**src/rtl/mem_arb_pkg.sv**
```systemverilog
// Shared types and default geometry for the data-memory arbiter.
// Round-robin selection is enabled by defining MEM_ARB_ROUND_ROBIN_EN.
package mem_arb_pkg;

  localparam int MEM_WORDS_DEFAULT   = 41;
  localparam int STACK_WORDS_DEFAULT = 40;

  typedef enum logic [1:0] {
    IDLE,
    ISSUE,
    WAIT,
    RESP
  } arb_state_t;

  typedef logic req_id_t;

endpackage

```
**src/rtl/mem_addr_check.sv**
```systemverilog
// Combinational signed range check for a data-memory word address.
// Valid span is -STACK_WORDS .. MEM_WORDS-1; negatives address the stack.
module mem_addr_check import mem_arb_pkg::*; #(
  parameter int MEM_WORDS   = MEM_WORDS_DEFAULT,
  parameter int STACK_WORDS = STACK_WORDS_DEFAULT
) (
  input  logic [31:0] addr,
  output logic        in_range
);

  localparam logic signed [31:0] LOW_ADDR  = -STACK_WORDS;
  localparam logic signed [31:0] HIGH_ADDR = MEM_WORDS - 1;

  assign in_range = ($signed(addr) >= LOW_ADDR) && ($signed(addr) <= HIGH_ADDR);

endmodule

```
**src/rtl/data_mem_arbiter.sv**
```systemverilog
// Two-requester arbiter/sequencer for the single-ported data memory.
// Define MEM_ARB_ROUND_ROBIN_EN for round-robin ties; default is fixed r0 priority.
module data_mem_arbiter import mem_arb_pkg::*; #(
  parameter int MEM_WORDS   = MEM_WORDS_DEFAULT,
  parameter int STACK_WORDS = STACK_WORDS_DEFAULT
) (
  input  logic        clock,
  input  logic        reset,
  input  logic        r0_req,
  input  logic        r0_we,
  input  logic [31:0] r0_addr,
  input  logic [31:0] r0_wdata,
  output logic        r0_gnt,
  output logic        r0_rsp_valid,
  output logic        r0_rsp_err,
  output logic [31:0] r0_rdata,
  input  logic        r1_req,
  input  logic        r1_we,
  input  logic [31:0] r1_addr,
  input  logic [31:0] r1_wdata,
  output logic        r1_gnt,
  output logic        r1_rsp_valid,
  output logic        r1_rsp_err,
  output logic [31:0] r1_rdata,
  output logic [31:0] mem_addr,
  output logic [31:0] mem_wdata,
  output logic        mem_we,
  output logic        mem_re,
  input  logic [31:0] mem_rdata
);

  arb_state_t  state, state_nxt;
  req_id_t     sel_id, lat_id;
  logic        any_req, sel_we, sel_in_range;
  logic        lat_we, lat_in_range;
  logic [31:0] sel_addr, sel_wdata;
  logic        accept, resp_now, resp_err;
  logic [31:0] resp_rdata;

  assign any_req = r0_req | r1_req;

`ifdef MEM_ARB_ROUND_ROBIN_EN
  // Pointer to the requester served last; starts at r1 so r0 wins the first tie.
  req_id_t last_id;

  always_ff @(posedge clock) begin
    if (reset)
      last_id <= 1'b1;
    else if (accept)
      last_id <= sel_id;
  end

  assign sel_id = (r0_req && r1_req) ? ~last_id : ~r0_req;
`else
  assign sel_id = ~r0_req;
`endif

  assign sel_we    = sel_id ? r1_we    : r0_we;
  assign sel_addr  = sel_id ? r1_addr  : r0_addr;
  assign sel_wdata = sel_id ? r1_wdata : r0_wdata;

  mem_addr_check #(
    .MEM_WORDS   (MEM_WORDS),
    .STACK_WORDS (STACK_WORDS)
  ) u_addr_check (
    .addr     (sel_addr),
    .in_range (sel_in_range)
  );

  always_ff @(posedge clock) begin
    if (reset)
      state <= IDLE;
    else
      state <= state_nxt;
  end

  always_comb begin
    state_nxt  = state;
    accept     = 1'b0;
    resp_now   = 1'b0;
    resp_err   = 1'b0;
    resp_rdata = '0;
    case (state)
      IDLE: begin
        if (any_req) begin
          accept    = 1'b1;
          state_nxt = ISSUE;
        end
      end
      ISSUE: begin
        if (lat_in_range && !lat_we) begin
          state_nxt = WAIT;
        end else begin
          state_nxt = RESP;
          resp_now  = 1'b1;
          resp_err  = ~lat_in_range;
        end
      end
      WAIT: begin
        state_nxt  = RESP;
        resp_now   = 1'b1;
        resp_rdata = mem_rdata;
      end
      RESP:    state_nxt = IDLE;
      default: state_nxt = IDLE;
    endcase
  end

  // Strobes and responses are registered so they line up with the state they belong to.
  always_ff @(posedge clock) begin
    if (reset) begin
      r0_gnt       <= 1'b0;
      r1_gnt       <= 1'b0;
      r0_rsp_valid <= 1'b0;
      r1_rsp_valid <= 1'b0;
      r0_rsp_err   <= 1'b0;
      r1_rsp_err   <= 1'b0;
      r0_rdata     <= '0;
      r1_rdata     <= '0;
      mem_we       <= 1'b0;
      mem_re       <= 1'b0;
      mem_addr     <= '0;
      mem_wdata    <= '0;
      lat_id       <= 1'b0;
      lat_we       <= 1'b0;
      lat_in_range <= 1'b0;
    end else begin
      r0_gnt       <= accept && !sel_id;
      r1_gnt       <= accept &&  sel_id;
      mem_we       <= accept &&  sel_we && sel_in_range;
      mem_re       <= accept && !sel_we && sel_in_range;
      r0_rsp_valid <= resp_now && !lat_id;
      r1_rsp_valid <= resp_now &&  lat_id;
      r0_rsp_err   <= resp_now && !lat_id && resp_err;
      r1_rsp_err   <= resp_now &&  lat_id && resp_err;
      if (accept) begin
        lat_id       <= sel_id;
        lat_we       <= sel_we;
        lat_in_range <= sel_in_range;
        mem_addr     <= sel_addr;
        mem_wdata    <= sel_wdata;
      end
      if (resp_now && !lat_id)
        r0_rdata <= resp_rdata;
      if (resp_now && lat_id)
        r1_rdata <= resp_rdata;
    end
  end

endmodule
```
**config.mk**
```make
export PLATFORM = sky130hd
export DESIGN_NAME = data_mem_arbiter
export DESIGN_NICKNAME = d
export VERILOG_FILES = /design/src/rtl/mem_arb_pkg.sv /design/src/rtl/mem_addr_check.sv /design/src/rtl/data_mem_arbiter.sv
export SDC_FILE = /design/constraint.sdc
export NUM_CORES = 1
export LEC_CHECK = 0
export BUFFER_PORTS_ARGS = -buffer_cell sky130_fd_sc_hd__clkbuf_2
export CORE_UTILIZATION = 41
export DETAILED_ROUTE_END_ITERATION = 7
export PLACE_DENSITY = 0.73
export RECOVER_POWER = 100
export SLEW_MARGIN = 40
export SYNTH_ARGS = -nofsm -noshare
export SYNTH_HDL_FRONTEND = slang
export SYNTH_SLANG_ARGS = --single-unit
```
**constraint.sdc**
```tcl
create_clock -name clock -period 1.6 [get_ports clock]
set_clock_uncertainty 0.05 [all_clocks]
set_input_delay 0.16 -clock clock [delete_from_list [all_inputs] [get_ports clock]]
set_output_delay 0.16 -clock clock [all_outputs]
set_load 0.005 [all_outputs]
```
# Yosys cells after proc, flatten, opt, wreduce, memory -nomap -nowiden
# Cells that the tools add are included.
[totals]
ram_bits = 0
mem_count = 0
word_cells = 54
register_bits = 141
latch_bits = 0
rom_bits = 0
[op_classes]
n_addsub = 0
reduce_logical = 16
bitwise = 3
n_eq_ne = 4
mux = 13
n_div = 0
shift = 0
multipliers = 0
n_lt_le_gt_ge = 2
[ops]
columns = ["cell", "n"]
rows = [
  ["two-way mux 32 bit", 3],
  ["greater-or-equal comparator 32 x 7 -> 1 bit (second input constant)", 1],
  ["less-or-equal comparator 32 x 7 -> 1 bit (second input constant)", 1],
  ["logical AND 1 bit", 12],
  ["case mux 2 bit (4 select lines)", 1],
  ["two-way mux 1 bit", 7],
  ["== test 2 bit (second input constant)", 2],
  ["logical NOT 1 bit", 3],
  ["== test 2 x 1 -> 1 bit (second input constant)", 1],
  ["logical NOT 2 bit", 1],
  ["two-way mux 2 bit", 1],
  ["!= test 2 bit (second input constant)", 1],
  ["inverter 1 bit", 2],
  ["case mux 1 bit (2 select lines)", 1],
  ["bitwise OR 1 bit", 1],
]

# Depth between registers and ports, before layout
[logic_depth]
word_depth = 6
mapped_depth = 8
mapped_depth_nobuf = 6

# By module
# Synthesis repeated with hierarchy kept, for this count alone.
[hier_totals]
cells_unflattened = 544
hier_area_um2 = 5705.5
[modules_own_cells]
columns = ["mod", "area_each_um2", "cells_per_inst", "seq_area_each_um2", "n_inst"]
rows = [
  ["data_mem_arbiter", 5566.6, 521, 2822.7, 1],
  ["mem_addr_check", 138.9, 23, 0.0, 1],
]

# Worst setup path after synthesis
# OpenSTA, ideal clock, no wires.
[synth_timing]
path_type = "reg-to-reg"
start = "register state[0]"
end = "register r0_rdata[26]"
setup_time_ps = 71
path_stages_with_launch = 9
setup_slack_ps = -23
required_ps = 1479
t_arrival_ps = 1503
path_cell_list = "dfxtp_1 -> inv_1 -> ha_1 -> buf_2 -> inv_1 -> nor3b_2 -> buf_2 -> nand3_1 -> a21oi_1"
[synth_via]
elab_chain_len = 3
word_cells_on_any_way = 5
[synth_rtl]
columns = ["item", "line", "text"]
rows = [
  ["start: declaration", "data_mem_arbiter.sv:32", "arb_state_t state, state_nxt;"],
  ["start signal: assignment", "data_mem_arbiter.sv:74", "state <= state_nxt;"],
  ["== test 2 bit or == test 2 x 1 -> 1 bit (tied branches)", "data_mem_arbiter.sv:83", "case (state)"],
  ["case mux 1 bit (2 select lines)", "data_mem_arbiter.sv:83", ""],
  ["logical AND 1 bit", "data_mem_arbiter.sv:143", "if (resp_now && !lat_id)"],
  ["end signal: assignment", "data_mem_arbiter.sv:144", "r0_rdata <= resp_rdata;"],
  ["end: declaration", "data_mem_arbiter.sv:16", "output logic [31:0] r0_rdata,"],
]
# Parallel ways exist; a longest one is shown, timed or not.
# A chain may end at the register's enable or synchronous reset.

# Worst setup path in the final report
[layout_timing]
start = "register state[1]"
end = "register r0_rdata[16]"
# The elaborated chain is that of the path after synthesis.

==> impl_metrics.ini <==
[outcome]
status = finished, violations left
violations = setup timing

[synthesis]
synth_edf_count = 0
synth-seq-cells = 141
yosysSeqAreaShare_pct = 47.2
postSynthCellCount = 680
synth_top_area_share_pct = 47.2
synth_area_leaders = dfxtp_1, mux2i_1, a211oi_1, a21oi_1, nor2_1
syn_area_per_cell_um2 = 8.80
ys_async_sr_fraction_pct = 0
synth.distinct_cells = 34
synth_warnings = 0
syn_area_um2 = 5990
synth.net_count = 849
synth_flop_cell = dfxtp_1
yosysTopAreaCell = dfxtp_1

[place]
portBuffers = 301
hpwl_um = 13300
gp_congestion = 1.03
place_area_um2 = 7760
dp_cells = 1125

[clocking]
tritoncts = yes
clk_latency_ns = 0.42
clkTransAtPathRegs_ns = 0.06
cts_buffer_depth = 2
htree_levels = 4
cts_sinks = 141
cts_made_buffers = 17
root_buffer = clkbuf_16

[drt]
dr.pass1.iters = 5
first_iter_violations = 511
post_drt_wl_per_cell_um = 17.1
drc = 0
viasPerCell = 5.45
drt.antenna.violating_nets = 0
num_vias = 6603
totalWireLength_um = 20700

[power]
powerDensity_nw_per_um2 = 1510
vdd_ir_drop_max_v = 0.000949
power.leakage_nw = 3.65

[setup_path]
cp-end-kind = register
critPathKind = register to register
crit_required_ns = 1.90
r2r_slack_ns = -0.05
ff2ff_path_depth = 9
critPathArrivalTime_ns = 1.95
cp_max_fo = 5
rr_startpoint = state[1]
reg2reg_to = r0_rdata[16]
startpoint_type = register

[timing]
period_minus_slack_ns = 1.65
post-route-period-util_pct = 103
worst_pin_slew_ns = 0.527
maxSlewViolCount = 0
maxSlewHeadroom_pct = 64.9
rsz0062_at_grt = yes
max_freq_mhz = 605
finalWorstSetupSlack_ns = -0.0533
final_hold_viol_count = 0
setup-violations-final = 40

[die]
dieArea_um2 = 15100
start_util_pct = 42.6
io_pins = 302
rows = 43
core-area_um2 = 14000
fp.dieW_um = 123
die_y_um = 123

[hold_path]
min_to = mem_wdata[23]
min-delay-start = r1_wdata[23]
whs_path_depth = 3
hold_path.class = primary input to register

[cells_and_area]
layout.cells.non_filler = 1212
fillCellCount = 1273
nNetsFinal = 1188
layout-drive-gt1-share_pct = 29.0
final_area_um2 = 8990
n_antenna_cell = 0
post-route-util_pct = 64.0
area_delta_synth_final_pct = 50.2

[grt]
grt_overflow = 0
antenna_found_initial = 0
grt_pass1_wl_um = 29500
grtUsageMet3_pct = 5.99
grt_usage_pct = 25.3
grtUsageMet2_pct = 43.2
met1_usage_pct = 29.1
grt_busiest_layer = met2
grt_max_degree = 65
grt_pass1_vias = 6139

[flow_run]
cap_violations = 0
## power breakdown
group | total [mW] | switching (mW) | internal, mW | leakage, nW
Sequential | 4.65 | 0.407 | 4.24 | 1.15
Combinational | 5.20 | 2.92 | 2.28 | 2.23
Clock | 3.72 | 1.51 | 2.21 | 0.266
Total | 13.6 | 4.84 | 8.73 | 3.65
## metal layers
| metal | routed length [um] | share of wire (%) |
|---|---|---|
| met1 | 8240 | 40 |
| met2 | 10000 | 48 |
| met3 | 1600 | 7.8 |
| met4 | 835 | 4.0 |
| met5 | 0 | 0 |
## critical path: stages, from the launching register on
cell,delay [ns]
dfxtp_4,0.38
inv_4,0.05
ha_4,0.14
a21o_1,0.20
buf_6,0.12
nand3b_1,0.12
buf_12,0.15
clkbuf_16,0.14
nand2_1,0.06
a21oi_2,0.16
## flip-flops by register name, summed over array words and instances (netlist names)
signal	flops
r0_rdata	32
r1_rsp_err	1
r0_rsp_valid	1
lat_in_range	1
lat_we	1
state	2
r0_rsp_err	1
mem_we	1
lat_id	1
r1_rdata	32
mem_re	1
mem_addr	32
mem_wdata	32
r1_rsp_valid	1
r1_gnt	1
r0_gnt	1
## cells in the mapped netlist (7+ instances only)
cell type	n
nand3_1	36
clkbuf_1	36
a211oi_1	65
buf_4	9
nor3_1	7
nor4_1	11
a21oi_1	67
nand4_1	47
buf_2	18
nand2_1	68
mux2i_1	64
dfxtp_1	141
nor2_1	81
## timing repair
item | CTS | global route
pin swaps | 1 | 11
endpoints found under the setup margin | 13 | 64
hold endpoints to repair | 75 | 0
hold buffers | 39 | 0
gates resized for setup | 10 | 38
gates cloned | 2 | 8
setup buffers | 5 | 2
## final cells by class
class,count,area (um2),area share (%)
clock buffers,22,464,5.16
inverters,3,16.3,0.181
clock inverters,10,90.1,1.00
flip-flops and latches,141,2830,31.5
well taps,180,225,2.50
multi-input cells,472,3010,33.5
repair buffers,384,2360,26.2
## placed cells by master, fill, tap and decap left out, types with 5 or more instances in the layout
master / count
dfxtp_1: 139
buf_4: 22
nor2_1: 81
nand3_1: 28
buf_6: 5
clkbuf_1: 119
dlygate4sd3_1: 39
nand3_2: 8
mux2i_1: 64
a21oi_1: 51
nor3_1: 7
clkbuf_16: 23
nand2_1: 64
nand4_1: 47
nor4_1: 11
a211oi_1: 65
buf_12: 10
a21oi_2: 16
clkbuf_2: 181
## logic make-up after synthesis
logic type      after synthesis  share of synthesized area (%)
compound gates              144                           15.5
simple gates                261                           20.7
mux                          64                           10.7
flops                       141                           47.2
buf+inv                      67                           5.27
fa+ha+maj                     3                          0.627
## stage by stage
| step | setup WS, ns | hold WS [ns] | power (mW) | setup TNS, ns |
|---|---|---|---|---|
| 6_report | -0.0533 | 0.00893 | 13.6 | -0.629 |
| 5_1_grt | -0.130 | 0.0114 | 14.3 | -4.61 |
| 4_1_cts | 0.0148 | 0.000558 | 13.1 | 0 |
| 3_5_place_dp | -0.0209 | 0.381 | 8.99 | -0.0586 |
| 2_1_floorplan | -0.0230 | 0.273 | 7.07 | -0.688 |
| 3_3_place_gp | 0.0174 | 0.378 | 8.92 | 0 |
## worst max path at each step
stage,from,end,slack (ns),depth (start not counted)
final,state[1],r0_rdata[16],-0.05,9
after global routing,state[1],r0_rdata[16],-0.13,9
after global placement,r0_req,mem_re,0.02,6
after detailed placement,r0_req,lat_in_range,-0.02,6
after CTS,state[1],r1_rdata[21],0.01,8
after floorplan,state[0],r0_rdata[26],-0.02,8
Note: power is estimated with default switching activity, not from simulation.
